## src/rtl/seg7_pkg.sv

```systemverilog
// Shared definitions for the multiplexed 7-segment driver: segment masks,
// the segment vector type and the decimal/hex glyph tables.
package seg7_pkg;

   typedef logic [6:0] seg_t;

   // One mask per physical segment, active-high
   localparam seg_t SEG_TOP  = 7'b0000001;
   localparam seg_t SEG_UR   = 7'b0000010;
   localparam seg_t SEG_LR   = 7'b0000100;
   localparam seg_t SEG_BOT  = 7'b0001000;
   localparam seg_t SEG_LL   = 7'b0010000;
   localparam seg_t SEG_UL   = 7'b0100000;
   localparam seg_t SEG_MID  = 7'b1000000;
   localparam seg_t SEG_NONE = 7'b0000000;

   // Decimal glyphs; nibbles 10..15 are invalid and stay dark
   localparam seg_t DEC_GLYPH [16] = '{
      SEG_TOP | SEG_UR | SEG_LR | SEG_BOT | SEG_LL | SEG_UL,            // 0
      SEG_UR | SEG_LR,                                                  // 1
      SEG_TOP | SEG_UR | SEG_BOT | SEG_LL | SEG_MID,                    // 2
      SEG_TOP | SEG_UR | SEG_LR | SEG_BOT | SEG_MID,                    // 3
      SEG_UR | SEG_LR | SEG_UL | SEG_MID,                               // 4
      SEG_TOP | SEG_LR | SEG_BOT | SEG_UL | SEG_MID,                    // 5
      SEG_LR | SEG_BOT | SEG_LL | SEG_UL | SEG_MID,                     // 6 (no tail)
      SEG_TOP | SEG_UR | SEG_LR,                                        // 7
      SEG_TOP | SEG_UR | SEG_LR | SEG_BOT | SEG_LL | SEG_UL | SEG_MID,  // 8
      SEG_TOP | SEG_UR | SEG_LR | SEG_UL | SEG_MID,                     // 9 (no tail)
      SEG_NONE, SEG_NONE, SEG_NONE, SEG_NONE, SEG_NONE, SEG_NONE
   };

   // Hex glyphs; 6 and 9 gain their tails so they cannot be confused with b and q
   localparam seg_t HEX_GLYPH [16] = '{
      SEG_TOP | SEG_UR | SEG_LR | SEG_BOT | SEG_LL | SEG_UL,            // 0
      SEG_UR | SEG_LR,                                                  // 1
      SEG_TOP | SEG_UR | SEG_BOT | SEG_LL | SEG_MID,                    // 2
      SEG_TOP | SEG_UR | SEG_LR | SEG_BOT | SEG_MID,                    // 3
      SEG_UR | SEG_LR | SEG_UL | SEG_MID,                               // 4
      SEG_TOP | SEG_LR | SEG_BOT | SEG_UL | SEG_MID,                    // 5
      SEG_TOP | SEG_LR | SEG_BOT | SEG_LL | SEG_UL | SEG_MID,           // 6
      SEG_TOP | SEG_UR | SEG_LR,                                        // 7
      SEG_TOP | SEG_UR | SEG_LR | SEG_BOT | SEG_LL | SEG_UL | SEG_MID,  // 8
      SEG_TOP | SEG_UR | SEG_LR | SEG_BOT | SEG_UL | SEG_MID,           // 9
      SEG_TOP | SEG_UR | SEG_LR | SEG_LL | SEG_UL | SEG_MID,            // A
      SEG_LR | SEG_BOT | SEG_LL | SEG_UL | SEG_MID,                     // b
      SEG_TOP | SEG_BOT | SEG_LL | SEG_UL,                              // C
      SEG_UR | SEG_LR | SEG_BOT | SEG_LL | SEG_MID,                     // d
      SEG_TOP | SEG_BOT | SEG_LL | SEG_UL | SEG_MID,                    // E
      SEG_TOP | SEG_LL | SEG_UL | SEG_MID                               // F
   };

endpackage

```

## src/rtl/seg7_glyph.sv

```systemverilog
// Combinational nibble-to-glyph decoder selecting the decimal or hex table.
module seg7_glyph
   import seg7_pkg::*;
(
   input  logic [3:0] nibble,
   input  logic       hex_mode,
   output seg_t       glyph
);

   assign glyph = hex_mode ? HEX_GLYPH[nibble] : DEC_GLYPH[nibble];

endmodule

```

## src/rtl/seg7_scan_driver.sv

```systemverilog
// Time-multiplexed multi-digit 7-segment driver: scans one digit per slot with
// a dark guard cycle, swaps new display data only at frame boundaries, and
// applies leading-zero blanking and whole-display blink.
module seg7_scan_driver
   import seg7_pkg::*;
#(
   parameter int NUM_DIGITS   = 4,
   parameter int SCAN_DIV     = 1000,
   parameter int BLINK_FRAMES = 64
) (
   input  logic                    clk,
   input  logic                    rst_n,
   input  logic [4*NUM_DIGITS-1:0] value_i,
   input  logic [NUM_DIGITS-1:0]   dp_i,
   input  logic                    load_i,
   input  logic                    hex_mode_i,
   input  logic                    blank_lz_i,
   input  logic                    blink_i,
   output logic [6:0]              segments_o,
   output logic                    dp_o,
   output logic [NUM_DIGITS-1:0]   digit_en_o,
   output logic                    frame_o
);

   localparam int IDX_W = (NUM_DIGITS > 1) ? $clog2(NUM_DIGITS) : 1;
   localparam int CNT_W = $clog2(SCAN_DIV);
   localparam int BF_W  = (BLINK_FRAMES > 1) ? $clog2(BLINK_FRAMES) : 1;

   localparam logic [CNT_W-1:0] CNT_LAST = CNT_W'(SCAN_DIV - 1);
   localparam logic [IDX_W-1:0] IDX_LAST = IDX_W'(NUM_DIGITS - 1);
   localparam logic [BF_W-1:0]  BF_LAST  = BF_W'(BLINK_FRAMES - 1);

   logic [CNT_W-1:0]        cnt;
   logic [IDX_W-1:0]        idx;
   logic [4*NUM_DIGITS-1:0] disp;
   logic [NUM_DIGITS-1:0]   disp_dp;
   logic [4*NUM_DIGITS-1:0] pend;
   logic [NUM_DIGITS-1:0]   pend_dp;
   logic                    pend_valid;
   logic                    phase_on;
   logic [BF_W-1:0]         frame_cnt;

   logic                    slot_end;
   logic                    frame_end;
   logic                    guard;
   logic                    dark;

   logic [3:0]              sel_nib;
   logic                    sel_dp;
   logic [NUM_DIGITS-1:0]   sel_onehot;
   logic                    sel_zero;
   logic [NUM_DIGITS-1:0]   zero_above;
   logic                    zero_run;
   seg_t                    glyph;

   assign slot_end  = (cnt == CNT_LAST);
   assign frame_end = slot_end && (idx == IDX_LAST);
   assign guard     = (cnt == '0);
   assign dark      = blink_i && !phase_on;

   // Prescaler and digit index: one slot per SCAN_DIV cycles, digits in ascending order
   always_ff @(posedge clk) begin
      if (!rst_n) begin
         cnt <= '0;
         idx <= '0;
      end else if (slot_end) begin
         cnt <= '0;
         idx <= (idx == IDX_LAST) ? '0 : idx + IDX_W'(1);
      end else begin
         cnt <= cnt + CNT_W'(1);
      end
   end

   // Pending/display registers: the display only changes at a frame boundary so a frame never tears
   always_ff @(posedge clk) begin
      if (!rst_n) begin
         disp       <= '0;
         disp_dp    <= '0;
         pend       <= '0;
         pend_dp    <= '0;
         pend_valid <= 1'b0;
      end else begin
         if (load_i) begin
            pend    <= value_i;
            pend_dp <= dp_i;
         end
         if (frame_end) begin
            if (load_i) begin
               disp    <= value_i;
               disp_dp <= dp_i;
            end else if (pend_valid) begin
               disp    <= pend;
               disp_dp <= pend_dp;
            end
            pend_valid <= 1'b0;
         end else if (load_i) begin
            pend_valid <= 1'b1;
         end
      end
   end

   // Blink phase free-runs on frame boundaries so enabling blink never restarts its rhythm
   always_ff @(posedge clk) begin
      if (!rst_n) begin
         frame_cnt <= '0;
         phase_on  <= 1'b1;
      end else if (frame_end) begin
         if (frame_cnt == BF_LAST) begin
            frame_cnt <= '0;
            phase_on  <= !phase_on;
         end else begin
            frame_cnt <= frame_cnt + BF_W'(1);
         end
      end
   end

   // Select the active digit's nibble, dp and enable, and find digits with only zeros at and above them
   always_comb begin
      sel_nib    = '0;
      sel_dp     = 1'b0;
      sel_onehot = '0;
      sel_zero   = 1'b0;
      zero_above = '0;
      zero_run   = 1'b1;
      for (int i = NUM_DIGITS - 1; i >= 0; i--) begin
         zero_run      = zero_run && (disp[4*i +: 4] == 4'h0);
         zero_above[i] = zero_run;
      end
      for (int i = 0; i < NUM_DIGITS; i++) begin
         if (idx == IDX_W'(i)) begin
            sel_nib       = disp[4*i +: 4];
            sel_dp        = disp_dp[i];
            sel_onehot[i] = 1'b1;
            sel_zero      = zero_above[i];
         end
      end
   end

   seg7_glyph u_glyph (
      .nibble   (sel_nib),
      .hex_mode (hex_mode_i),
      .glyph    (glyph)
   );

   // Output registers: guard slot is fully dark, blanking hits segments only, blink hits segments and dp
   always_ff @(posedge clk) begin
      if (!rst_n) begin
         segments_o <= '0;
         dp_o       <= 1'b0;
         digit_en_o <= '0;
         frame_o    <= 1'b0;
      end else begin
         frame_o <= guard && (idx == '0);
         if (guard) begin
            segments_o <= '0;
            dp_o       <= 1'b0;
            digit_en_o <= '0;
         end else begin
            digit_en_o <= sel_onehot;
            dp_o       <= sel_dp && !dark;
            if (dark || (blank_lz_i && (idx != '0) && sel_zero)) begin
               segments_o <= '0;
            end else begin
               segments_o <= glyph;
            end
         end
      end
   end

endmodule

```

## config.mk

```make
export PLATFORM = sky130hd
export DESIGN_NAME = seg7_scan_driver
export DESIGN_NICKNAME = d
export VERILOG_FILES = /design/src/rtl/seg7_pkg.sv /design/src/rtl/seg7_glyph.sv /design/src/rtl/seg7_scan_driver.sv
export SDC_FILE = /design/constraint.sdc
export NUM_CORES = 1
export LEC_CHECK = 0
export ABC_AREA = 0
export ABC_CLOCK_PERIOD_IN_PS = 3700
export BUFFER_PORTS_ARGS = -buffer_cell sky130_fd_sc_hd__clkbuf_2
export CAP_MARGIN = 20
export CORE_MARGIN = 5
export CORE_UTILIZATION = 40
export DETAILED_ROUTE_END_ITERATION = 12
export GPL_TIMING_DRIVEN = 0
export PLACE_DENSITY_LB_ADDON = 0.05
export SETUP_SLACK_MARGIN = 0.4
export SYNTH_ARGS = -nofsm -noshare
export SYNTH_HDL_FRONTEND = slang
export SYNTH_HIERARCHICAL = 1
export SYNTH_SLANG_ARGS = --single-unit
```

## constraint.sdc

```tcl
create_clock -name clk -period 3.7 [get_ports clk]
set_clock_uncertainty 0.15 [all_clocks]
set_input_delay 0.74 -clock clk [delete_from_list [all_inputs] [get_ports clk]]
set_output_delay 0.74 -clock clk [all_outputs]
set_load 0.02 [all_outputs]
```

==> Word level (Yosys, flattened, before mapping) <==
Memories as Yosys holds them, arrays and structs flattened.
Index checks and enable logic that the tools add are counted.
{ "totals": {"reg_bits": 73, "mem_bits_ro": 224, "input_bits": 26, "elab_cells": 79, "n_memories": 2} }
{ "mem_list": {"columns": ["name", "words", "word_bits", "rd", "rd_ports_with_merged_regs", "wr", "line", "text"], "rows": [
  ["(no name shown)", 16, 7, 1, 0, 0, "seg7_glyph.sv:10", "assign glyph = hex_mode ? HEX_GLYPH[nibble] : DEC_GLYPH[nibble];"],
  ["(no name shown)", 16, 7, 1, 0, 0, "seg7_glyph.sv:10", null]
]} }
{ "classes": {"addsub": 3, "order_cmp": 1, "n_eq_ne": 5, "mux": 27, "bitwise": 2, "reduce_logical": 26} }
{ "ops": {"columns": ["operator", "count"], "rows": [
  ["2-to-1 mux 7 bit", 5],
  ["2-to-1 mux 16 bit", 2],
  ["2-to-1 mux 4 bit", 6],
  ["zero test 4 bit", 4],
  ["2-to-1 mux 1 bit", 12],
  ["adder 10 x 1 -> 10 bit (second input constant)", 1],
  ["equality test 10 bit (second input constant)", 1],
  ["zero test 10 bit", 1],
  ["logical AND 1 bit", 9],
  ["adder 6 x 1 -> 6 bit (second input constant)", 1],
  ["equality test 6 bit (second input constant)", 1],
  ["2-to-1 mux 6 bit", 1],
  ["OR reduction 2 bit", 3],
  ["greater-or-equal comparator 5 bit (second input constant)", 1],
  ["NOT 4 -> 5 bit", 1],
  ["equality test 2 bit (second input constant)", 2],
  ["AND reduction 2 bit", 2],
  ["nonzero test 2 bit", 2],
  ["OR reduction 3 bit", 1],
  ["adder 2 x 1 -> 2 bit (second input constant)", 1],
  ["equality test 2 x 1 -> 1 bit (second input constant)", 1],
  ["zero test 1 bit", 2],
  ["zero test 2 bit", 1],
  ["2-to-1 mux 2 bit", 1],
  ["2 further kinds", 2]
]} }

==> Longest topological paths before layout <==
{ "logic_depth": {"depth_word": 11, "mapped_depth": 13} }

==> By module <==
Netlist, hierarchy kept.
{ "modules_own_cells": {"columns": ["module", "n_inst", "cells_per_inst", "area_each_um2", "seq_area_each_um2"], "rows": [
  ["seg7_scan_driver", 1, 333, 3006.6, 1461.4],
  ["seg7_glyph", 1, 47, 350.3, 0.0]
]} }

==> Worst setup path after synthesis <==
OpenSTA, ideal clock, no wires.
{ "synth_timing": {"kind": "register -> register", "from": "reg idx[1]", "to": "reg segments_o[0]", "setup_time_ns": 0.096, "arrival_time_ns": 2.673, "required_time_ns": 3.454, "path_slack_ns": 0.781, "path_stages_with_launch": 14, "path_buffers": 1, "synth_period_minus_slack_ns": 2.919, "path_cell_list": "dfxtp_1 -> inv_1 -> ha_1 -> clkbuf_1 -> nand3b_1 -> a21oi_1 -> a21oi_1 -> o21ai_0 -> inv_1 -> ha_1 -> and2b_2 -> a21oi_1 -> mux4_2 -> nor4b_1"} }
{ "synth_between": {"elab_chain_cells": 10} }
{ "synth_rtl": {"columns": ["element", "line", "text"], "rows": [
  ["start: declaration", "seg7_scan_driver.sv:34", "logic [IDX_W-1:0] idx;"],
  ["start signal: assignment", "seg7_scan_driver.sv:68", "idx <= (idx == IDX_LAST) ? '0 : idx + IDX_W'(1);"],
  ["zero test 2 bit", "seg7_scan_driver.sv:130", "if (idx == IDX_W'(i)) begin"],
  ["2-to-1 mux 4 bit (3 in a row)", "seg7_scan_driver.sv:130", null],
  ["2-to-1 mux 4 bit *", "seg7_scan_driver.sv:130", null],
  ["named net sel_nib[1]", "seg7_scan_driver.sv:48", "logic [3:0] sel_nib;"],
  ["NOT 4 -> 5 bit (not written as such) *", "seg7_glyph.sv:10", null],
  ["memory (16 x 7 bit)", null, null],
  ["2-to-1 mux 7 bit (not written as such) (2 in a row)", "seg7_glyph.sv:10", null],
  ["2-to-1 mux 7 bit *", "seg7_glyph.sv:10", null],
  ["named net glyph[0]", "seg7_scan_driver.sv:54", "seg_t glyph;"],
  ["end signal: assignment", "seg7_scan_driver.sv:164", "segments_o <= glyph;"],
  ["end: declaration", "seg7_scan_driver.sv:19", "output logic [6:0] segments_o,"]
]} }
Mark *: on every way through the listed nets, which the timed path passes. The rest lies on a longest branch. The select of a mux whose other input is x is not followed.
A chain may end at the register's enable or synchronous reset.

==> Worst setup path after layout <==
Same ends and word-level chain as after synthesis.

==> results.tsv <==
stage	metric	value	unit
worst_setup_path	ff2ff_setup_slack	0.65	ns
timing	finalCritPeriodShare	82.4	%
yosys	syn_area	3360	um2
place	detailed_place.area	3670	um2
finish	drive_above_1_share	16.1	%
worst_setup_path	worstPathArrival	3.13	ns
power	p_total	1.58	mW
yosys	synth.net_count	420	
power	powerDensity	405	nW/um2
die	dieArea	10300	um2
worst_setup_path	reg2reg_depth	13	
drt	detail-route-antenna-nets	0	
place	numPortBuffers	36	
hold_path	hold_depth	2	
yosys	seq_area_frac_synth	43.5	%
drt	drt-wirelength-per-cell	12.9	um
finish	final_cell_mix	dfxtp_1, nand2_1, nor2_1, clkbuf_2, nand3_1	
finish	final_common_cell	dfxtp_1	
global_route	grtUsageTotal	14.6	%
die	die_h	102	um
die	rows	33	
finish	nets	469	
finish	insertedDiodeCount	0	
die	fp.dieW	102	um
clocking	cts-buffers-inserted	9	
drt	drc	0	
clocking	clock_latency	0.34	ns
yosys	avgSynthCellArea	8.83	um2
global_route	first_global_vias	2556	
die	initial_core_util	40.9	%
clocking	cts_buffer_depth	2	
clocking	clkSlewWorstSetupHoldPaths	0.07	ns
place	dp_hpwl	5.23	mm
timing	slew_viol_final	0	
yosys	synth_top_area_share	43.5	%
worst_setup_path	crit_type	register to register	
timing	hold_slack	0.307	ns
finish	syn2layout_area_growth	16.2	%
hold_path	hp-class	register to register	
drt	drt_iter0_drc	56	
timing	final-setup-viol-count	0	
yosys	ys_types	49	
clocking	cts.sinks	73	
drt	num_vias	2657	
yosys	synth_area_leaders	dfxtp_1, mux2i_1, ha_1, nand2_1, nand2b_1	
power	p_leak	1.72	nW
place	gp_congestion	0.808	
yosys	synth_cells	380	
yosys	synth-main-ff-cell	dfxtp_1	
timing	slew_headroom	57.9	%
yosys	synth_edf_count	0	
worst_setup_path	cpMostUsedCell	a21oi_1	
finish	stdcell_area	3900	um2
worst_setup_path	cp-end-kind	register	
power	ir_drop	0.167	mV
worst_setup_path	path_max_fanout	10	
finish	num-fill-cells	824	
worst_setup_path	slowest_delay	0.40	ns
timing	rsz0062_at_grt	true	
status	status	complete, no violations	
global_route	antenna_found_initial	0	
drt	routed_wl	6.96	mm
timing	hold_viol	0	
timing	min_period	3.05	ns
worst_setup_path	critPathLaunchType	register	
yosys	yosysTopAreaCell	dfxtp_1	
die	pin_count	39	
timing	max_clock_freq	328	MHz
yosys	yosys_warnings	6	
worst_setup_path	worstPathRequired	3.78	ns
clocking	h-tree-depth	3	
yosys	ys_ff_latch	73	
drt	avgViaCountPerCell	4.93	
run	drv_cap	0	
worst_setup_path	cp_slowest_cell	dfxtp_1	
clocking	cts_tree	yes	
timing	worst_pin_slew	0.625	ns
clocking	root_buffer	clkbuf_8	
worst_setup_path	crit_chain	inv_1, ha_1, clkbuf_1, nand3b_1, a21oi_1, a21oi_1, o21ai_2, inv_1, ha_1, and2b_2, a21oi_1, mux4_2, nor4b_1	
global_route	grt_pass1_wl	11.9	mm
die	core-area	8220	um2
yosys	synthArstFlopShare	0	%
global_route	overflow	0	
timing	tns	0	ns
drt	first_pass_iters	4	
global_route	grt_max_degree	13	
## stage by stage
stage	cells	utilization (%)	setup slack (ns)
floorplan	380	-	0.781
global placement	521	44.6	0.224
detailed placement	521	44.6	0.221
CTS	537	47.2	0.424
global route	539	47.5	0.332
finish	539	47.5	0.652
## power by group
group          total, mW  switching [mW]  internal (mW)
clock              0.664           0.288          0.376
combinational     0.0986          0.0586         0.0401
sequential         0.819         0.00802          0.811
## critical path, delay by kind of cell, from the launching register on
kind                       cells  cell delay, ns
AOI/OAI and AO/OA              4            0.63
adders and majority gates      2            0.46
buffers and inverters          3            0.41
DFF                            1            0.40
muxes                          1            0.24
and+or+nand+nor                3            0.66
## cell families (layout without fill, tap and decap cells)
| family | Yosys count | count (layout) | synth area share, % |
|---|---|---|---|
| buffers and inverters | 36 | 90 | 4.44 |
| AOI/OAI and AO/OA | 52 | 52 | 9.77 |
| adders and majority gates | 14 | 14 | 5.22 |
| muxes | 25 | 25 | 7.83 |
| xor gates and xnor gates | 7 | 7 | 1.83 |
| DFF | 73 | 73 | 43.5 |
| and+or+nand+nor | 173 | 173 | 27.4 |
## metal layers
metal / vias to the layer above / GRT usage, % / wire length (um)
li1: 1402 / - / -
met4: 0 / 4.29 / 78
met5: - / 0 / 0
met3: 7 / 4.20 / 268
met1: 1217 / 19.0 / 3440
met2: 31 / 23.6 / 3170
## final timing paths
check / startpoint / to
max: idx[1]$_SDFFE_PN0N_ / segments_o[0]$_SDFF_PP0_
min reg2reg: disp_dp[2]$_SDFFE_PN0P_ / disp_dp[2]$_SDFFE_PN0P_
min: disp_dp[2]$_SDFFE_PN0P_ / disp_dp[2]$_SDFFE_PN0P_
max reg2reg: idx[1]$_SDFFE_PN0N_ / segments_o[0]$_SDFF_PP0_
## cells in the mapped netlist (all sizes together) (8+ instances only)
cell / instances
a21oi: 21
clkbuf: 13
nor4b: 8
ha: 14
mux2i: 24
nand3: 28
dfxtp: 73
inv: 16
nand2: 39
nor2: 38
nand2b: 23
o21ai: 10
## repair_timing
item,CTS,global route
setup endpoints to repair,5,6
hold buffers,0,0
gates resized for setup,1,3
buffers inserted,0,2
cloned,0,0
pin swaps,0,1
endpoints found under the hold margin,0,0
## flip-flops by register name, indices dropped and copies added, names as in the netlist, 2 cells and up
| register | cells |
|---|---|
| pend_dp | 4 |
| disp | 16 |
| segments_o | 7 |
| frame_cnt | 6 |
| pend | 16 |
| cnt | 10 |
| idx | 2 |
| disp_dp | 4 |
| digit_en_o | 4 |
## layout make-up
cell class              count  area (um2)  share of cell area [%]
plain buffers              20        88.8                    2.28
clock buffers              10         128                    3.27
clock inverters             6        82.6                    2.12
inverters                  16        60.1                    1.54
multi-input cells         271        1750                    45.0
flip-flops and latches     73        1460                    37.5
well taps                 105         131                    3.37
repair buffers             38         195                    5.00
Note: power is estimated with default switching activity, not from simulation.
